### config.mk
export PLATFORM = sky130hd
export DESIGN_NAME = fifo_selftest_top
export DESIGN_NICKNAME = d
export VERILOG_FILES = /design/src/rtl/fifo_demo_pkg.sv /design/src/rtl/sync_fifo.sv /design/src/rtl/fifo_selftest_top.sv
export SDC_FILE = /design/constraint.sdc
export NUM_CORES = 1
export LEC_CHECK = 0
export CAP_MARGIN = 20
export CORE_MARGIN = 10
export CORE_UTILIZATION = 45
export CTS_CLUSTER_SIZE = 30
export DETAILED_ROUTE_END_ITERATION = 7
export HOLD_SLACK_MARGIN = 0.1
export MAX_ROUTING_LAYER = met4
export PLACE_DENSITY = 0.58
export RECOVER_POWER = 100
export SLEW_MARGIN = 25
export SYNTH_ARGS = -nofsm -noshare
export SYNTH_HDL_FRONTEND = slang
export SYNTH_SLANG_ARGS = --single-unit
### constraint.sdc
create_clock -name sysclk -period 3.35 [get_ports sysclk]
set_input_delay 0.67 -clock sysclk [delete_from_list [all_inputs] [get_ports sysclk]]
set_output_delay 0.67 -clock sysclk [all_outputs]
set_load 0.05 [all_outputs]
### src/rtl/fifo_demo_pkg.sv
// Shared parameters and controller state type for the FIFO self-test demo.
// Imported by the FIFO and the self-test top level.
package fifo_demo_pkg;
  localparam int DATA_W_DEF = 8;
  localparam int ADDR_W_DEF = 4;

  typedef enum logic {
    FILL  = 1'b0,
    DRAIN = 1'b1
  } state_t;
endpackage

### src/rtl/sync_fifo.sv
// Single-clock FIFO with extra-MSB pointers and a registered read port.
// Overflowing writes and underflowing reads are dropped.
module sync_fifo
  import fifo_demo_pkg::*;
#(
  parameter int DATA_W = DATA_W_DEF,
  parameter int ADDR_W = ADDR_W_DEF
) (
  input  logic              sysclk,
  input  logic              rst_n,
  input  logic              wr_en,
  input  logic [DATA_W-1:0] wr_data,
  input  logic              rd_en,
  output logic [DATA_W-1:0] rd_data,
  output logic              full,
  output logic              empty
);
  localparam int DEPTH = 2 ** ADDR_W;

  logic [DATA_W-1:0] r_mem [DEPTH];
  logic [ADDR_W:0]   r_wr_ptr;
  logic [ADDR_W:0]   r_rd_ptr;
  logic [DATA_W-1:0] r_rd_data;

  logic              w_wr_ok;
  logic              w_rd_ok;
  logic [DATA_W-1:0] w_rd_word;

  assign empty = (r_wr_ptr == r_rd_ptr);
  assign full  = (r_wr_ptr[ADDR_W-1:0] == r_rd_ptr[ADDR_W-1:0])
              && (r_wr_ptr[ADDR_W] != r_rd_ptr[ADDR_W]);

  assign w_wr_ok   = wr_en && !full;
  assign w_rd_ok   = rd_en && !empty;
  assign w_rd_word = r_mem[r_rd_ptr[ADDR_W-1:0]];
  assign rd_data   = r_rd_data;

  // Storage has no reset; only the pointers define what is valid.
  always_ff @(posedge sysclk) begin
    if (w_wr_ok) begin
      r_mem[r_wr_ptr[ADDR_W-1:0]] <= wr_data;
    end
  end

  always_ff @(posedge sysclk) begin
    if (rst_n) begin
      r_wr_ptr  <= '0;
      r_rd_ptr  <= '0;
      r_rd_data <= '0;
    end else begin
      if (w_wr_ok) begin
        r_wr_ptr <= r_wr_ptr + 1'b1;
      end
      if (w_rd_ok) begin
        r_rd_ptr  <= r_rd_ptr + 1'b1;
        r_rd_data <= w_rd_word;
      end
    end
  end
endmodule

### src/rtl/fifo_selftest_top.sv
// FIFO exerciser: fill with a byte ramp, drain and check it, forever.
// rst_n is an active-high synchronous reset despite its name.
module fifo_selftest_top
  import fifo_demo_pkg::*;
#(
  parameter int DATA_W = DATA_W_DEF,
  parameter int ADDR_W = ADDR_W_DEF
) (
  input  logic              sysclk,
  input  logic              rst_n,
  output logic [DATA_W-1:0] rd_data,
  output logic              rd_valid,
  output logic              err,
  output logic [15:0]       rounds
);
  state_t            r_state;
  logic [DATA_W-1:0] r_wr_cnt;
  logic [DATA_W-1:0] r_exp_cnt;
  logic              r_rd_valid;
  logic              r_err;
  logic [15:0]       r_rounds;

  logic              w_full;
  logic              w_empty;
  logic              w_wr_en;
  logic              w_rd_en;
  logic [DATA_W-1:0] w_rd_data;
  logic              w_mismatch;

  sync_fifo #(
    .DATA_W (DATA_W),
    .ADDR_W (ADDR_W)
  ) u_fifo (
    .sysclk  (sysclk),
    .rst_n   (rst_n),
    .wr_en   (w_wr_en),
    .wr_data (r_wr_cnt),
    .rd_en   (w_rd_en),
    .rd_data (w_rd_data),
    .full    (w_full),
    .empty   (w_empty)
  );

  assign w_wr_en    = (r_state == FILL) && !w_full;
  assign w_rd_en    = (r_state == DRAIN) && !w_empty;
  assign w_mismatch = r_rd_valid && (w_rd_data != r_exp_cnt);

  // err flags the bad word in the same cycle it is presented.
  assign rd_data  = w_rd_data;
  assign rd_valid = r_rd_valid;
  assign err      = r_err | w_mismatch;
  assign rounds   = r_rounds;

  always_ff @(posedge sysclk) begin
    if (rst_n) begin
      r_state    <= FILL;
      r_wr_cnt   <= '0;
      r_exp_cnt  <= '0;
      r_rd_valid <= 1'b0;
      r_err      <= 1'b0;
      r_rounds   <= '0;
    end else begin
      r_rd_valid <= w_rd_en;
      if (w_wr_en) begin
        r_wr_cnt <= r_wr_cnt + 1'b1;
      end
      if (r_rd_valid) begin
        r_exp_cnt <= r_exp_cnt + 1'b1;
      end
      if (w_mismatch) begin
        r_err <= 1'b1;
      end
      unique case (r_state)
        FILL: begin
          if (w_full) begin
            r_state <= DRAIN;
          end
        end
        DRAIN: begin
          // Wait for the final word to be checked before refilling.
          if (w_empty && !r_rd_valid) begin
            r_state  <= FILL;
            r_rounds <= r_rounds + 16'd1;
          end
        end
      endcase
    end
  end
endmodule

# Yosys cells after proc, flatten, opt, wreduce, memory -nomap -nowiden
# Memories as Yosys holds them, arrays and structs flattened. A register that Yosys moved wholly into a read port is not among the register bits.
# Cells that the tools add are included.
# totals
register_bits	45
mem_bits_rw	128
output_inout_bits	26
wordCells	36
n_memories	1
# op_classes
n_addsub	5
eq_ne	4
muxes	5
bitwise	2
n_reduce_logical	11
# mem_list
memory	depth	width	rd	rd_clocked_by_memory_dff	wr	line	rtl
u_fifo.r_mem	16	8	1	1	1	sync_fifo.sv:20	logic [DATA_W-1:0] r_mem [DEPTH];
# ops
op	n
$add 16x1->16 const B	1
$add 8x1->8 const B	2
$add 5x1->5 const B	2
$ne 8x8->1	1
$logic_and 1x1->1	7
$eq 5x5->1	1
$eq 4x4->1	1
$mux 1	4
$logic_not 1->1	3
$pmux 1 s2	1
$reduce_and 2->1	1
$ne 1x1->1	1
$not 1->1	1
$or 1x1->1	1

# Longest topological paths before layout
# logic_depth
ltp_word	7
ltp_mapped	8
depth_no_buf	6

# Modules after synthesis
# From an unflattened synthesis, not the netlist that was laid out.
# hier_totals
hier_cells	500
area_unflattened_um2	7519.7
# modules_own_cells
module	instances	cells_per_inst	area_each_um2	seq_area_each_um2
sync_fifo	1	324	5913.2	4204.0
fifo_selftest_top	1	176	1606.5	700.7

# Worst setup path after synthesis
# No wires, ideal clock.
# synth_path
path_kind	reg2reg
startpoint	register u_fifo.r_wr_ptr[0]
endpoint	memory u_fifo.r_mem[2][0] (netlist name) (enable)
t_arrival_ns	2.085
path_slack_ns	0.881
path_stages_with_launch	6
n_path_buf	0
synth_period_minus_slack_ns	2.469
path_cell_list	dfxtp_1 xor2_1 nor4_4 a21oi_2 nand2_1 nor3_1
# synth_via
elab_chain_len	7
# synth_rtl
element	line	rtl
start: declaration	sync_fifo.sv:21	logic [ADDR_W:0] r_wr_ptr;
start signal: assignment	sync_fifo.sv:52	r_wr_ptr <= r_wr_ptr + 1'b1;
$eq 4x4->1	sync_fifo.sv:30	assign full = (r_wr_ptr[ADDR_W-1:0] == r_rd_ptr[ADDR_W-1:0])
$logic_and 1x1->1	sync_fifo.sv:31	&& (r_wr_ptr[ADDR_W] != r_rd_ptr[ADDR_W]);
$logic_not 1->1	sync_fifo.sv:33, fifo_selftest_top.sv:44	
$logic_and 1x1->1	fifo_selftest_top.sv:44	assign w_wr_en = (r_state == FILL) && !w_full;
$logic_and 1x1->1	sync_fifo.sv:33	assign w_wr_ok = wr_en && !full;
$mux 1	sync_fifo.sv:40	if (w_wr_ok) begin
$mux 1 (not written as such)	sync_fifo.sv:41	r_mem[r_wr_ptr[ADDR_W-1:0]] <= wr_data;
end: declaration	sync_fifo.sv:20	
# Parallel ways exist; a longest one is shown, timed or not.

# Final worst setup path
# layout_path
startpoint	register u_fifo.r_wr_ptr[0]
endpoint	register u_fifo.r_wr_ptr[4]
# layout_via
elab_chain_len	5
word_cells_on_any_way	6
classes_between	1 x add/sub; 1 x eq/ne; 4 x reduce/logical
# layout_rtl
element
branches (longest 5 deep; another with $add 5x1->5)
# Parallel ways; which one is timed is not known.
# A chain may end at the register's enable or synchronous reset.

==> out/metrics.yaml <==
outcome: "finished, violations left"
violations: "max-capacitance violations, max-slew violations"
yosysTopAreaCell: "edfxtp_1"
avgSynthCellArea_um2: 14.64
crit_path_start: "u_fifo.r_wr_ptr[0]$_SDFFE_PP0P_"
pin_count: 28
yosys_register_bits: 181
crit_path_cell_trace: "xor2_1 > nor4_2 > a2111oi_2 > xnor2_1 > nor2_1"
endpoint: "u_fifo.r_wr_ptr[4]$_SDFFE_PP0P_"
ys_seq_area_share_pct: 64.93
required_ps: 3570
yosysUniqueCellTypes: 42
layout_min_cycle_time_ps: 2923
grt_first_pass_wirelength_mm: 24.60
drt_iter0_drc: 358
diodes: 0
path_clk_slew_ps: 70
grt_max_degree: 54
area_delta_synth_final_pct: 13.30
cp-start-kind: "flip-flop"
worst_setup_path_end_kind: "flip-flop"
grt_pass1_vias: 4296
initial_core_util_pct: 45.71
fin_tns_setup_ps: 0
r2r_cells: 5
portBuffers: 27
critPathSlowestCell: "a2111oi_2"
fin_crit_sh_pct: 87.24
hold_class: "flip-flop to flip-flop"
rsz0062_at_grt: "false"
multiInputGateArea_um2: 2470
powerDensity_nw_per_um2: 528.3
avgRoutedWirePerCell_um: 19.87
final_common_cell: "edfxtp_1"
path_class: "flip-flop to flip-flop"
fillers: 1386
syn_inst: 516
fin_area_um2: 8558
worst-r2r-setup-slack_ps: 430
htreeDepth: 4
finalPower_mw: 4.521
wl_mm: 15.42
core_area_um2: 16520
cts_buffer_depth: 2
clock.fmax_mhz: 342.2
p_leak_nw: 2.853
met3_length_um: 602
power_frac_seq_pct: 54.4
fin_worst_skew_ps: 12.16
synth_top_area_share_pct: 50.89
switching_share_pct: 22.10
routed.top_layer: "met4"
dp.cells: 744
track_usage_pct: 14.82
cpPeakStageDelay_ps: 1370
fin_ws_ps: 427.5
instances_no_fill: 776
r2r_start: "u_fifo.r_wr_ptr[0]$_SDFFE_PP0P_"
r2r_end: "u_fifo.r_wr_ptr[4]$_SDFFE_PP0P_"
clk_latency_ps: 420
viasPerCell: 5.470
cts_made_buffers: 17
synthTopCellsByArea: "edfxtp_1 (51%), dfxtp_1 (14%), mux4_2 (7.2%)"
slew_viol_final: 64
pwr-share-clk_pct: 42.3
dieArea_um2: 22370
setup_viol: 0
drtAntennaViolNets: 0
hold_depth: 2
worst_slew_pin_slew_ps: 2334
cts.repair.resized: 0
drc_errors: 0
cts_tree: "built"
yosysWarnings: 0
antenna_found_initial: 0
die_height_um: 149.6
p_switching_mw: 0.9994
nets: 553
ir_worst_vdd_v: 0.0003513
wl_met2_mm: 7.265
place_ws_ps: 279.0
synth_nets: 526
combPwrFrac_pct: 3.3
cts_hold_buf: 0
crit_arrival_ps: 3140
holdWs_ps: 508.8
die_w_um: 149.6
synth_area_um2: 7553
place_area_um2: 8015
root_buffer: "clkbuf_16"
p_int_mw: 3.522
cap_viol_max_count: 2
place_congestion: 0.8244
overflow: 0
cts.sink_count: 181
num_rows: 47
utilization_pct: 51.79
dpl.hpwl_mm: 10.11
first_pass_iters: 4
final_cell_mix: "edfxtp_1 (128), nor2_1 (57), dfxtp_1 (51)"
slew_headroom_pct: -55.63
post_cts_buffers: 0
finalHoldViolations: 0
layout-drive-gt1-share_pct: 17.45
crit_fanout: 10
seq_area_um2: 4907
vias: 4245
wl_met1_mm: 7.245
-- flip-flops by register name, indices dropped and copies added (netlist names) --
signal / count
r_state: 1
rounds: 16
rd_valid: 1
u_fifo.r_rd_ptr: 5
r_err: 1
r_exp_cnt: 8
r_wr_cnt: 8
u_fifo.r_wr_ptr: 5
u_fifo.rd_data: 8
u_fifo.r_mem: 128
-- cells by family after synthesis --
| logic type | share of synthesized area (%) |
|---|---|
| flops | 64.93 |
| mux | 9.939 |
| buf+inv | 2.220 |
| simple gates | 10.80 |
| fa+ha+maj | 1.325 |
| compound gates | 4.986 |
| xor+xnor | 5.798 |
-- worst min-delay path by stage --
stage          slack, ps                        end                       from
5_1_grt              550  r_exp_cnt[5]$_SDFFE_PP0P_  r_exp_cnt[5]$_SDFFE_PP0P_
2_1_floorplan        470  r_exp_cnt[7]$_SDFFE_PP0P_  r_exp_cnt[7]$_SDFFE_PP0P_
6_report             510    rounds[15]$_SDFFE_PP0P_    rounds[15]$_SDFFE_PP0P_
3_3_place_gp         470    rounds[15]$_SDFFE_PP0P_    rounds[15]$_SDFFE_PP0P_
3_5_place_dp         510    rounds[15]$_SDFFE_PP0P_    rounds[15]$_SDFFE_PP0P_
4_1_cts              520    rounds[15]$_SDFFE_PP0P_    rounds[15]$_SDFFE_PP0P_
-- area by class of cell --
cell class                 instances  area share [%]
sequential                       181           57.34
multi-input combinational        302           28.86
clock buffer                      17           4.971
timing repair buffer              36           3.713
tap                              220           3.216
clock inverter                    15           1.681
inverter                           5          0.2193
-- critical path, delay by kind of cell, from the launching register on --
| kind | cells | cell delay (ps) |
|---|---|---|
| AOI/OAI and AO/OA | 1 | 1370 |
| xor gates and xnor gates | 2 | 610 |
| DFF | 1 | 460 |
| and+or+nand+nor | 2 | 280 |
-- cells in the mapped netlist (all sizes together) --
master / instances
buf: 11
and3: 5
nor3: 25
nand4: 11
o21ai: 7
xnor2: 26
nand3: 11
a2111oi: 1
and2: 1
o22ai: 8
nor4: 4
a211oi: 22
inv: 5
nor2: 57
dfxtp: 53
mux4: 24
mux2i: 3
or4: 2
ha: 8
xor2: 21
mux2: 16
a21oi: 9
or2: 1
edfxtp: 128
o211ai: 4
or3: 4
nand2b: 5
nor2b: 9
and4: 2
clkbuf: 17
nand2: 16
-- power by group through the flow --
stage | logic (mW) | clock network, mW | registers, mW
after global routing | 0.162 | 2.06 | 2.47
after global placement | 0.150 | 0 | 2.51
final | 0.149 | 1.91 | 2.46
after floorplan | 0.109 | 0 | 2.50
after detailed placement | 0.153 | 0 | 2.51
after CTS | 0.153 | 1.95 | 2.46
-- routing by layer --
layer,vias up,track usage (%)
met5,-,-
met4,0,5.986
met3,20,3.231
met2,79,22.10
met1,2143,19.33
li1,2003,-
Power figures use the tool's default switching activity.
